==> src/rtl/mem_requester_if.sv <==
// ---------------------------------------------------------------------------
// mem_requester_if : pipeline request/response and word-memory strobe bus
// Rev 1.0 - initial release
// ---------------------------------------------------------------------------
`default_nettype none

interface mem_requester_if #(
   parameter int WORD_SIZE = 32
);
   logic                 req_valid;
   logic                 req_ready;
   logic                 req_write;
   logic [WORD_SIZE-1:0] req_addr;
   logic [WORD_SIZE-1:0] req_wdata;

   logic                 resp_valid;
   logic                 resp_ready;
   logic [WORD_SIZE-1:0] resp_rdata;
   logic [1:0]           resp_status;

   logic                 mem_start;
   logic                 mem_write_enabled;
   logic [WORD_SIZE-1:0] mem_address;
   logic [WORD_SIZE-1:0] mem_input_data;
   logic                 mem_valid;
   logic [WORD_SIZE-1:0] mem_output_data;
   logic                 mem_err_invalid_address;

   // Controller side
   modport slave (
      input  req_valid, req_write, req_addr, req_wdata, resp_ready,
             mem_valid, mem_output_data, mem_err_invalid_address,
      output req_ready, resp_valid, resp_rdata, resp_status,
             mem_start, mem_write_enabled, mem_address, mem_input_data
   );

   // Pipeline plus memory side
   modport master (
      output req_valid, req_write, req_addr, req_wdata, resp_ready,
             mem_valid, mem_output_data, mem_err_invalid_address,
      input  req_ready, resp_valid, resp_rdata, resp_status,
             mem_start, mem_write_enabled, mem_address, mem_input_data
   );
endinterface

`default_nettype wire

==> src/rtl/mem_requester.sv <==
// ---------------------------------------------------------------------------
// mem_requester : single-outstanding load/store initiator for the start-strobed
//                 word memory. Optional read timeout: MEM_REQ_TIMEOUT_EN.
// Rev 1.0 - initial release
// ---------------------------------------------------------------------------
`default_nettype none

module mem_requester #(
   parameter int WORD_SIZE      = 32,
   parameter int TIMEOUT_CYCLES = 16,
   parameter int TIMEOUT_W      = 5
) (
   input  logic           clk,
   input  logic           reset_n,
   mem_requester_if.slave bus
);

   typedef enum logic [2:0] {
      S_IDLE   = 3'd0,
      S_SETUP  = 3'd1,
      S_STROBE = 3'd2,
      S_WAIT   = 3'd3,
      S_RESP   = 3'd4
   } state_t;

   localparam logic [1:0] c_ST_OK      = 2'b00;
   localparam logic [1:0] c_ST_BADADDR = 2'b01;

   generate
      if (TIMEOUT_CYCLES < 2 || (2 ** TIMEOUT_W) <= TIMEOUT_CYCLES) begin : g_bad_timeout_cfg
         $error("mem_requester: TIMEOUT_CYCLES must be >= 2 and < 2**TIMEOUT_W");
      end
   endgenerate

   state_t               r_state, w_state;
   logic                 r_req_ready, w_req_ready;
   logic                 r_resp_valid, w_resp_valid;
   logic [WORD_SIZE-1:0] r_resp_rdata, w_resp_rdata;
   logic [1:0]           r_resp_status, w_resp_status;
   logic                 r_mem_start, w_mem_start;
   logic                 r_mem_we, w_mem_we;
   logic [WORD_SIZE-1:0] r_mem_addr, w_mem_addr;
   logic [WORD_SIZE-1:0] r_mem_wdata, w_mem_wdata;

`ifdef MEM_REQ_TIMEOUT_EN
   localparam logic [1:0]           c_ST_TIMEOUT = 2'b10;
   localparam logic [TIMEOUT_W-1:0] c_CNT_LAST   = TIMEOUT_W'(TIMEOUT_CYCLES - 1);
   logic [TIMEOUT_W-1:0] r_cnt, w_cnt;
`endif

   always_comb begin
      w_state       = r_state;
      w_req_ready   = r_req_ready;
      w_resp_valid  = r_resp_valid;
      w_resp_rdata  = r_resp_rdata;
      w_resp_status = r_resp_status;
      w_mem_start   = r_mem_start;
      w_mem_we      = r_mem_we;
      w_mem_addr    = r_mem_addr;
      w_mem_wdata   = r_mem_wdata;
`ifdef MEM_REQ_TIMEOUT_EN
      w_cnt         = r_cnt;
`endif

      case (r_state)
         S_IDLE: begin
            w_req_ready = 1'b1;
            if (bus.req_valid && r_req_ready) begin
               w_mem_we    = bus.req_write;
               w_mem_addr  = bus.req_addr;
               w_mem_wdata = bus.req_wdata;
               w_req_ready = 1'b0;
               w_state     = S_SETUP;
            end
         end

         // Address has been on the bus for a full cycle; range error is valid now
         S_SETUP: begin
            w_mem_start = 1'b0;
            if (bus.mem_err_invalid_address) begin
               w_resp_status = c_ST_BADADDR;
               w_resp_rdata  = '0;
               w_resp_valid  = 1'b1;
               w_state       = S_RESP;
            end else begin
               w_mem_start = 1'b1;
               w_state     = S_STROBE;
            end
         end

         S_STROBE: begin
            w_mem_start = 1'b0;
            if (r_mem_we) begin
               w_resp_status = c_ST_OK;
               w_resp_rdata  = '0;
               w_resp_valid  = 1'b1;
               w_state       = S_RESP;
            end else begin
`ifdef MEM_REQ_TIMEOUT_EN
               w_cnt   = '0;
`endif
               w_state = S_WAIT;
            end
         end

         // Data wins over a coincident timeout
         S_WAIT: begin
            w_mem_start = 1'b0;
            if (bus.mem_valid) begin
               w_resp_rdata  = bus.mem_output_data;
               w_resp_status = c_ST_OK;
               w_resp_valid  = 1'b1;
               w_state       = S_RESP;
            end
`ifdef MEM_REQ_TIMEOUT_EN
            else if (r_cnt == c_CNT_LAST) begin
               w_cnt         = r_cnt + 1'b1;
               w_resp_rdata  = '0;
               w_resp_status = c_ST_TIMEOUT;
               w_resp_valid  = 1'b1;
               w_state       = S_RESP;
            end else begin
               w_cnt = r_cnt + 1'b1;
            end
`endif
         end

         S_RESP: begin
            if (bus.resp_ready) begin
               w_resp_valid = 1'b0;
               w_req_ready  = 1'b1;
               w_state      = S_IDLE;
            end
         end

         default: begin
            w_mem_start  = 1'b0;
            w_resp_valid = 1'b0;
            w_req_ready  = 1'b1;
            w_state      = S_IDLE;
         end
      endcase
   end

   always_ff @(posedge clk or negedge reset_n) begin
      if (!reset_n) begin
         r_state       <= S_IDLE;
         r_req_ready   <= 1'b1;
         r_resp_valid  <= 1'b0;
         r_resp_rdata  <= '0;
         r_resp_status <= 2'b00;
         r_mem_start   <= 1'b0;
         r_mem_we      <= 1'b0;
         r_mem_addr    <= '0;
         r_mem_wdata   <= '0;
`ifdef MEM_REQ_TIMEOUT_EN
         r_cnt         <= '0;
`endif
      end else begin
         r_state       <= w_state;
         r_req_ready   <= w_req_ready;
         r_resp_valid  <= w_resp_valid;
         r_resp_rdata  <= w_resp_rdata;
         r_resp_status <= w_resp_status;
         r_mem_start   <= w_mem_start;
         r_mem_we      <= w_mem_we;
         r_mem_addr    <= w_mem_addr;
         r_mem_wdata   <= w_mem_wdata;
`ifdef MEM_REQ_TIMEOUT_EN
         r_cnt         <= w_cnt;
`endif
      end
   end

   assign bus.req_ready         = r_req_ready;
   assign bus.resp_valid        = r_resp_valid;
   assign bus.resp_rdata        = r_resp_rdata;
   assign bus.resp_status       = r_resp_status;
   assign bus.mem_start         = r_mem_start;
   assign bus.mem_write_enabled = r_mem_we;
   assign bus.mem_address       = r_mem_addr;
   assign bus.mem_input_data    = r_mem_wdata;

endmodule

`default_nettype wire
==> src/flat_wrapper.sv <==
// flat-port wrapper written by rule: the top's interface ports become plain ports
module mem_requester_flat 
#(
   parameter int WORD_SIZE      = 32,
   parameter int TIMEOUT_CYCLES = 16,
   parameter int TIMEOUT_W      = 5
)
  (clk, reset_n, bus_req_valid, bus_req_write, bus_req_addr, bus_req_wdata, bus_resp_ready, bus_mem_valid, bus_mem_output_data, bus_mem_err_invalid_address, bus_req_ready, bus_resp_valid, bus_resp_rdata, bus_resp_status, bus_mem_start, bus_mem_write_enabled, bus_mem_address, bus_mem_input_data);
  mem_requester_if #(.WORD_SIZE(WORD_SIZE)) bus_i ();
  input  logic clk;
  input  logic reset_n;
  input wire logic [$bits(bus_i.req_valid)-1:0] bus_req_valid;
  input wire logic [$bits(bus_i.req_write)-1:0] bus_req_write;
  input wire logic [$bits(bus_i.req_addr)-1:0] bus_req_addr;
  input wire logic [$bits(bus_i.req_wdata)-1:0] bus_req_wdata;
  input wire logic [$bits(bus_i.resp_ready)-1:0] bus_resp_ready;
  input wire logic [$bits(bus_i.mem_valid)-1:0] bus_mem_valid;
  input wire logic [$bits(bus_i.mem_output_data)-1:0] bus_mem_output_data;
  input wire logic [$bits(bus_i.mem_err_invalid_address)-1:0] bus_mem_err_invalid_address;
  output wire logic [$bits(bus_i.req_ready)-1:0] bus_req_ready;
  output wire logic [$bits(bus_i.resp_valid)-1:0] bus_resp_valid;
  output wire logic [$bits(bus_i.resp_rdata)-1:0] bus_resp_rdata;
  output wire logic [$bits(bus_i.resp_status)-1:0] bus_resp_status;
  output wire logic [$bits(bus_i.mem_start)-1:0] bus_mem_start;
  output wire logic [$bits(bus_i.mem_write_enabled)-1:0] bus_mem_write_enabled;
  output wire logic [$bits(bus_i.mem_address)-1:0] bus_mem_address;
  output wire logic [$bits(bus_i.mem_input_data)-1:0] bus_mem_input_data;
  assign bus_i.req_valid = bus_req_valid;
  assign bus_i.req_write = bus_req_write;
  assign bus_i.req_addr = bus_req_addr;
  assign bus_i.req_wdata = bus_req_wdata;
  assign bus_i.resp_ready = bus_resp_ready;
  assign bus_i.mem_valid = bus_mem_valid;
  assign bus_i.mem_output_data = bus_mem_output_data;
  assign bus_i.mem_err_invalid_address = bus_mem_err_invalid_address;
  assign bus_req_ready = bus_i.req_ready;
  assign bus_resp_valid = bus_i.resp_valid;
  assign bus_resp_rdata = bus_i.resp_rdata;
  assign bus_resp_status = bus_i.resp_status;
  assign bus_mem_start = bus_i.mem_start;
  assign bus_mem_write_enabled = bus_i.mem_write_enabled;
  assign bus_mem_address = bus_i.mem_address;
  assign bus_mem_input_data = bus_i.mem_input_data;
  mem_requester #(.WORD_SIZE(WORD_SIZE), .TIMEOUT_CYCLES(TIMEOUT_CYCLES), .TIMEOUT_W(TIMEOUT_W)) u_core (.clk(clk), .reset_n(reset_n), .bus(bus_i));
endmodule
==> config.mk <==
export PLATFORM = sky130hd
export DESIGN_NAME = mem_requester_flat
export DESIGN_NICKNAME = d
export VERILOG_FILES = /design/src/rtl/mem_requester_if.sv /design/src/rtl/mem_requester.sv /design/src/flat_wrapper.sv
export SDC_FILE = /design/constraint.sdc
export NUM_CORES = 1
export LEC_CHECK = 0
export CAP_MARGIN = 25
export CORE_MARGIN = 8
export CORE_UTILIZATION = 41
export CTS_BUF_LIST = sky130_fd_sc_hd__clkbuf_4 sky130_fd_sc_hd__clkbuf_8
export DETAILED_ROUTE_END_ITERATION = 12
export PLACE_DENSITY = 0.89
export REMOVE_ABC_BUFFERS = 1
export SYNTH_ARGS = -nofsm -noshare
export SYNTH_HDL_FRONTEND = slang
export SYNTH_SLANG_ARGS = --single-unit
export TNS_END_PERCENT = 100
==> constraint.sdc <==
create_clock -name clk -period 1.8 [get_ports clk]
set_input_delay 0.18 -clock clk [delete_from_list [all_inputs] [get_ports clk]]
set_output_delay 0.18 -clock clk [all_outputs]
set_load 0.05 [all_outputs]
==> impl_metrics.csv <==
group,metric,value,unit
setup_path,critical_path_required,1.62,ns
placed_design,post-dp-hpwl,8620,um
pwr,power,14400,uW
pwr,p_leak,0.00277,uW
clock_network,clk_pin_slew,0.10,ns
finish,design_area,6430,um2
setup_path,reg2reg_from,"u_core.bus.req_ready",
timing,rsz0062_at_grt,"false",
timing,timing.hold.ws,0.280,ns
timing,relSlewSlack,63.3,%
route,wirelength,11200,um
global_routing,grt_pass1_wl,17200,um
synthesis,yosysSeqAreaShare,65.0,%
setup_path,worstPathCellList,"clkdlybuf4s50_1",
route,drcViolationCount,0,
timing,hold_viol,0,
finish,nFillCells,723,
finish,layout-drive-gt1-share,11.3,%
global_routing,grt_max_degree,47,
timing,finalCriticalPeriod,1.74,ns
die,die_x,115,um
pwr,ir_drop,1.19,mV
route,via_per_inst,4.79,
route,drtPass1Iterations,4,
die,dieArea,13200,um2
clock_network,cts.htree.levels,3,
die,io_pins,205,
job,max_cap_violations,0,
global_routing,grt_util_all_layers,16.7,%
outcome,status,"finished, final reports clean",
setup_path,crit_path_max_incr_delay,0.81,ns
global_routing,first_global_vias,3212,
placed_design,gp_congestion,0.794,
timing,clock.fmax,576,MHz
route,drtIter0Drc,134,
clock_network,insertion_delay,0.35,ns
setup_path,cp.arrival,1.56,ns
die,die_h,115,um
synthesis,yosys_most_used_dff,"dfrtp_1",
clock_network,clock_sinks,104,
die,coreArea,9640,um2
finish,layout_commonest_cell,"clkdlybuf4s50_1",
timing,finalCritPeriodShare,96.5,%
pwr,p_per_area,2240,nW/um2
finish,finalNetCount,568,
clock_network,cts_tree,"done",
clock_network,cts_root_buf,"clkbuf_8",
synthesis,yosysWarnings,0,
setup_path,critical_path_peak_fanout,2,
synthesis,synth_edf_count,0,
finish,num_antenna_cells,0,
synthesis,synth_seq_cells,104,
timing,finalSetupTns,0,ns
route,avgRoutedWirePerCell,18.6,um
placed_design,placed_cell_area,6190,um2
timing,setup_viol,0,
synthesis,syn_area_per_cell,15.7,um2
setup_path,cpLargestDelayFamily,"buffers and inverters",
global_routing,grt-ovfl-total,0,
setup_path,crit_buf_inv,1,
setup_path,critPathKind,"reg -> out",
synthesis,synth_cell_type_count,31,
finish,layout_common_cells,"clkdlybuf4s50_1, dfrtp_1, mux2_1",
synthesis,synthCells,255,
timing,finClkSkew,0.0132,ns
route,vias,2887,
synthesis,netlist_area,4000,um2
clock_network,clockBufferDepth,2,
setup_path,critPathLaunchType,"register",
placed_design,portBuffers,203,
die,start_util,41.5,%
timing,final_max_slew_viol_count,0,
setup_path,cp-end-kind,"primary output",
hold_path,hp-class,"in -> async",
setup_path,cpMaxStageDelayCell,"clkdlybuf4s50_1",
synthesis,async_flop_share,100,%
timing,tightestPinTransition,0.548,ns
finish,area_delta_synth_final,60.5,%
die,fp-row-count,36,
route,drtAntennaViolNets,0,
clock_network,numCtsBuffers,9,
setup_path,startpoint,"u_core.bus.resp_rdata[28]",
global_routing,antenna_found_initial,0,
==> registers in the layout, summed over array words and instances, names as in the netlist <==
signal and flops:
u_core.bus.mem_address 32, u_core.bus.mem_input_data 32, u_core.bus.mem_start 1, u_core.bus.mem_write_enabled 1, u_core.bus.req_ready 1, u_core.bus.resp_rdata 32
u_core.bus.resp_status 1, u_core.bus.resp_valid 1, u_core.r_state 3
==> power by group <==
group | internal (uW) | leakage, uW | switching (uW)
Sequential | 3510 | 0.00129 | 671
Combinational | 3190 | 0.00139 | 5600
Clock | 652 | 0.0000955 | 761
==> per-layer routing <==
metal,global-route usage [%],vias up,share of wire (%)
li1,-,1339,-
met1,19.0,1394,40
met2,28.3,142,49
met3,6.14,12,10
met4,6.13,0,1.3
met5,0,-,0
==> worst paths after layout <==
| kind | slack, ns | end | cells after the start |
|---|---|---|---|
| worst min register to register | 0.48 | u_core.bus.resp_valid | 2 |
| worst min-delay path | 0.28 | u_core.bus.mem_address[24] | 2 |
| min in group clk | 0.42 | u_core.bus.mem_address[19] | 2 |
| worst max register to register | 0.08 | u_core.bus.mem_input_data[26] | 5 |
| worst max-delay path | 0.06 | bus_resp_rdata[28] | 1 |
| max in group asynchronous | 0.95 | u_core.bus.mem_input_data[18] | 3 |
==> logic make-up after synthesis <==
kind of cell	synth area share, %
multiplexers	19.4
AND/OR/NAND/NOR	2.03
AO/OA/AOI/OAI	9.78
flip-flops	65.0
buffers and inverters	3.66
other	0.0937
==> synth_stat cells, types with 2 or more instances <==
library cell	instances	area, um2
nand2_1	5	18.8
mux2i_1	3	30.0
nor3_1	2	10.0
o21ai_0	3	15.0
dfrtp_1	103	2580
buf_2	5	25.0
buf_4	2	15.0
a21oi_1	4	20.0
nor2_1	5	18.8
buf_6	8	90.1
mux2_2	15	169
mux2_1	50	563
a22o_1	32	280
==> stage by stage <==
stage / util [%] / std cells / setup WS [ns]
2_1_floorplan: - / 237 / -3.36
3_3_place_gp: 64.2 / 584 / 0.00640
3_5_place_dp: 64.2 / 584 / -0.0249
4_1_cts: 66.3 / 601 / 0.0231
5_1_grt: 66.7 / 603 / 0.00296
6_report: 66.7 / 603 / 0.0633
==> final cells by class <==
type	instances	area, um2	share of cell area (%)
flip-flops and latches	104	2600	40.5
inverters	1	3.75	0.0584
repair buffers	217	2200	34.2
well taps	133	166	2.59
clock inverters	6	60.1	0.934
multi-input cells	132	1260	19.6
clock buffers	10	131	2.04
==> timing repair <==
| action | CTS | global route |
|---|---|---|
| gates resized for setup | 0 | 5 |
| hold endpoints to repair | 25 | 0 |
| setup buffers | 0 | 1 |
| setup endpoints to repair | 0 | 22 |
| hold buffers | 1 | 0 |
(Power assumes the default switching activity.)
==> edit, RTL diff (same flow settings) <==
`r_resp_rdata` no longer has a reset.
--- a/src/rtl/mem_requester.sv
+++ b/src/rtl/mem_requester.sv
@@ -147,7 +147,6 @@
          r_state       <= S_IDLE;
          r_req_ready   <= 1'b1;
          r_resp_valid  <= 1'b0;
-         r_resp_rdata  <= '0;
          r_resp_status <= 2'b00;
          r_mem_start   <= 1'b0;
          r_mem_we      <= 1'b0;
@@ -160,7 +159,6 @@
          r_state       <= w_state;
          r_req_ready   <= w_req_ready;
          r_resp_valid  <= w_resp_valid;
-         r_resp_rdata  <= w_resp_rdata;
          r_resp_status <= w_resp_status;
          r_mem_start   <= w_mem_start;
          r_mem_we      <= w_mem_we;
@@ -170,6 +168,10 @@
          r_cnt         <= w_cnt;
 `endif
       end
+   end
+
+   always_ff @(posedge clk) begin
+      r_resp_rdata <= w_resp_rdata;
    end
 
    assign bus.req_ready         = r_req_ready;
Function: differs if reset_n is asserted again (counterexample within 10 cycles, from zero or initial values and one cycle with reset_n low); with reset_n held inactive, the same outputs for 10 cycles.
==> edit against the original RTL <==
Global-route usage about the same. Hold slack improved by 0.023 ns. Total power decreased by 8.3%. Sequential share of layout area increased by 2.9 points. Area after synthesis decreased by 0.19%. Worst setup slack improved by 0.0032 ns. Wire length decreased by 3.3%. Clock power decreased by 9%. Final area decreased by 0.82%. Core utilization decreased by 0.55 points. Sequential cell count unchanged. Die area decreased by 0.17%.
==> edit: results (changes against the original RTL) <==
Logic synthesis
The number of enable flip-flop cells after synthesis is 32 (+32). By count the netlist is led by sky130_fd_sc_hd__dfrtp_1, sky130_fd_sc_hd__mux2_2, sky130_fd_sc_hd__and2_1, sky130_fd_sc_hd__edfxtp_1, sky130_fd_sc_hd__buf_6. By area the synthesized netlist is led by sky130_fd_sc_hd__dfrtp_1, sky130_fd_sc_hd__edfxtp_1, sky130_fd_sc_hd__mux2_2, sky130_fd_sc_hd__and2_1, sky130_fd_sc_hd__buf_6.

The portion of the post-synthesis area used by sequential elements was 69.2% (+4.1 points). The number of unique standard cell types used by synthesis is 28 (-9.7%). The async set-or-reset flop fraction in the synthesized netlist is 69.2% (-31 points). The per-instance average area after synthesis was 16.3 um^2 (+3.9%).

Worst setup path
The worst setup path is of the flip-flop to flip-flop kind. The reg2reg setup slack is about 0.066 ns. The launching point of the worst reg2reg path is u_core.r_state[0]. The biggest fanout along the worst timing path came to 32 (+30). Following the worst setup path forward leads to its endpoint at u_core.bus.resp_rdata[21].

The arrival time at the worst endpoint was 1.79 ns (+0.23 ns). The depth of the most critical reg-to-reg path is 5 (unchanged).

Detailed routing
The detail-routed net length per standard cell is 18.3 um (-1.5%). The violation count after the first detailed-routing iteration is 76 (-43%). The total via count after detailed routing is 2771 (-4.0%). The detailed-router iteration count before antenna repair is 5 (+1).

Layout
The number of fillers in the final layout is 702 (-2.9%). The multi-input logic portion of the cell area is 17.7% (-1.9 points). The proportion of layout cells with a drive suffix above 1 is 21.8% (+11 points).

The count of non-filler cells in the finished layout came to 592 (-1.8%). The clock buffer and inverter area fraction after layout was 2.71% (-0.27 points). The buffer share of cell area was 33.4% (-0.82 points). The number of non-clock inverters in the layout is 3 (+2). The footprint of the flip-flops and latches was 2770 um^2 (+6.2%). The net total in the final layout is 557 (-1.9%).

The non-clock buffer count in the final layout came to 211 (-2.8%). By area, the class that comes first in the final layout consists of registers. The count of multi-input combinational gates is 125 (-5.3%).

Pwr
The static leakage is 2.55 nW (-7.7%). The maximum ir drop on the vdd rail came to 1.17 mV (-1.9%).

Timing
The measured slew at the worst slew-check pin is 0.561 ns (+0.0125 ns). The post-route worst hold slack is 0.302 ns (+0.0227 ns). The worst setup skew after layout was 0.0119 ns (-0.00130 ns).

Global route
The total global-route track usage came to 16.7% (about the same). The fraction of met2 tracks used by global routing came to 27.3% (-0.94 points). The met1 global-route usage was 16.9% (-2.1 points).

The pin count of the biggest net entering global routing came to 43 (-8.5%). The wire length of the first global-routing pass came to 16.7 mm (-2.6%). The number of global-route vias before repair is 3101 (-3.5%). The met3 demand-to-capacity share in global routing is 10.2% (+4.1 points).

Clock network
The buffer depth of the longest clock path came to 2 (unchanged). The H-tree depth reported by CTS is 3 (unchanged). The number of buffers created by CTS came to 9 (unchanged). The clock transition at the register clock pins on the worst setup and hold paths after CTS is 0.10 ns (about the same).

Run status
The run finished with clean final reports.

Placed design
The count of buffers inserted at the top-level ports is 203 (unchanged). The final estimated routing congestion in global placement was 0.818 (+3.0%). The detailed-placement wirelength estimate is 8.58 mm (-0.37%). The number of cells in the design after placement is 575 (-1.5%).
-- edit: worst max-delay path: stages (launching register included) --
cell and delay (ns):
sky130_fd_sc_hd__dfrtp_2 0.47, sky130_fd_sc_hd__buf_4 0.19, sky130_fd_sc_hd__nor4bb_2 0.31, sky130_fd_sc_hd__a31oi_1 0.12
sky130_fd_sc_hd__inv_1 0.13, sky130_fd_sc_hd__buf_12 0.21
-- edit: repair_timing --
| item | in CTS | in global routing |
|---|---|---|
| gates resized for setup | 2 | 7 |
| endpoints found under the setup margin | 2 | 46 |
| cloned | 0 | 0 |
| endpoints found under the hold margin | 30 | 0 |
| hold buffers | 1 | 0 |
-- edit: logic make-up after synthesis --
family                 synth area share [%]
AOI/OAI and AO/OA                      1.28
buffers and inverters                  2.79
DFF                                    69.2
muxes                                  19.1
other                                0.0938
and+or+nand+nor                        7.58
-- edit: per-layer routing --
layer / up-vias / wire length, um
li1: 1269 / -
met1: 1333 / 3970
met2: 156 / 5050
met3: 13 / 1620
met4: 0 / 188
met5: - / 0
-- edit: through the flow --
step | setup WS [ns] | TNS (ns) | cell area, um^2 | power [mW]
after floorplan | -1.66 | -118.38 | 3900 | 9.14
after global routing | -0.000235 | -0.000466 | 6370 | 13.8
after detailed placement | -0.0615 | -1.05 | 6170 | 12.0
final | 0.0665 | 0 | 6370 | 13.2
after global placement | -0.0292 | -0.631 | 6170 | 11.9
after CTS | 0.0157 | 0 | 6350 | 13.4
-- edit: report_power, final --
| group | internal, mW | total (mW) | switching (mW) |
|---|---|---|---|
| registers | 3.59 | 4.15 | 0.555 |
| logic | 2.85 | 7.77 | 4.92 |
| clock network | 0.532 | 1.28 | 0.749 |
| total | 6.97 | 13.2 | 6.23 |
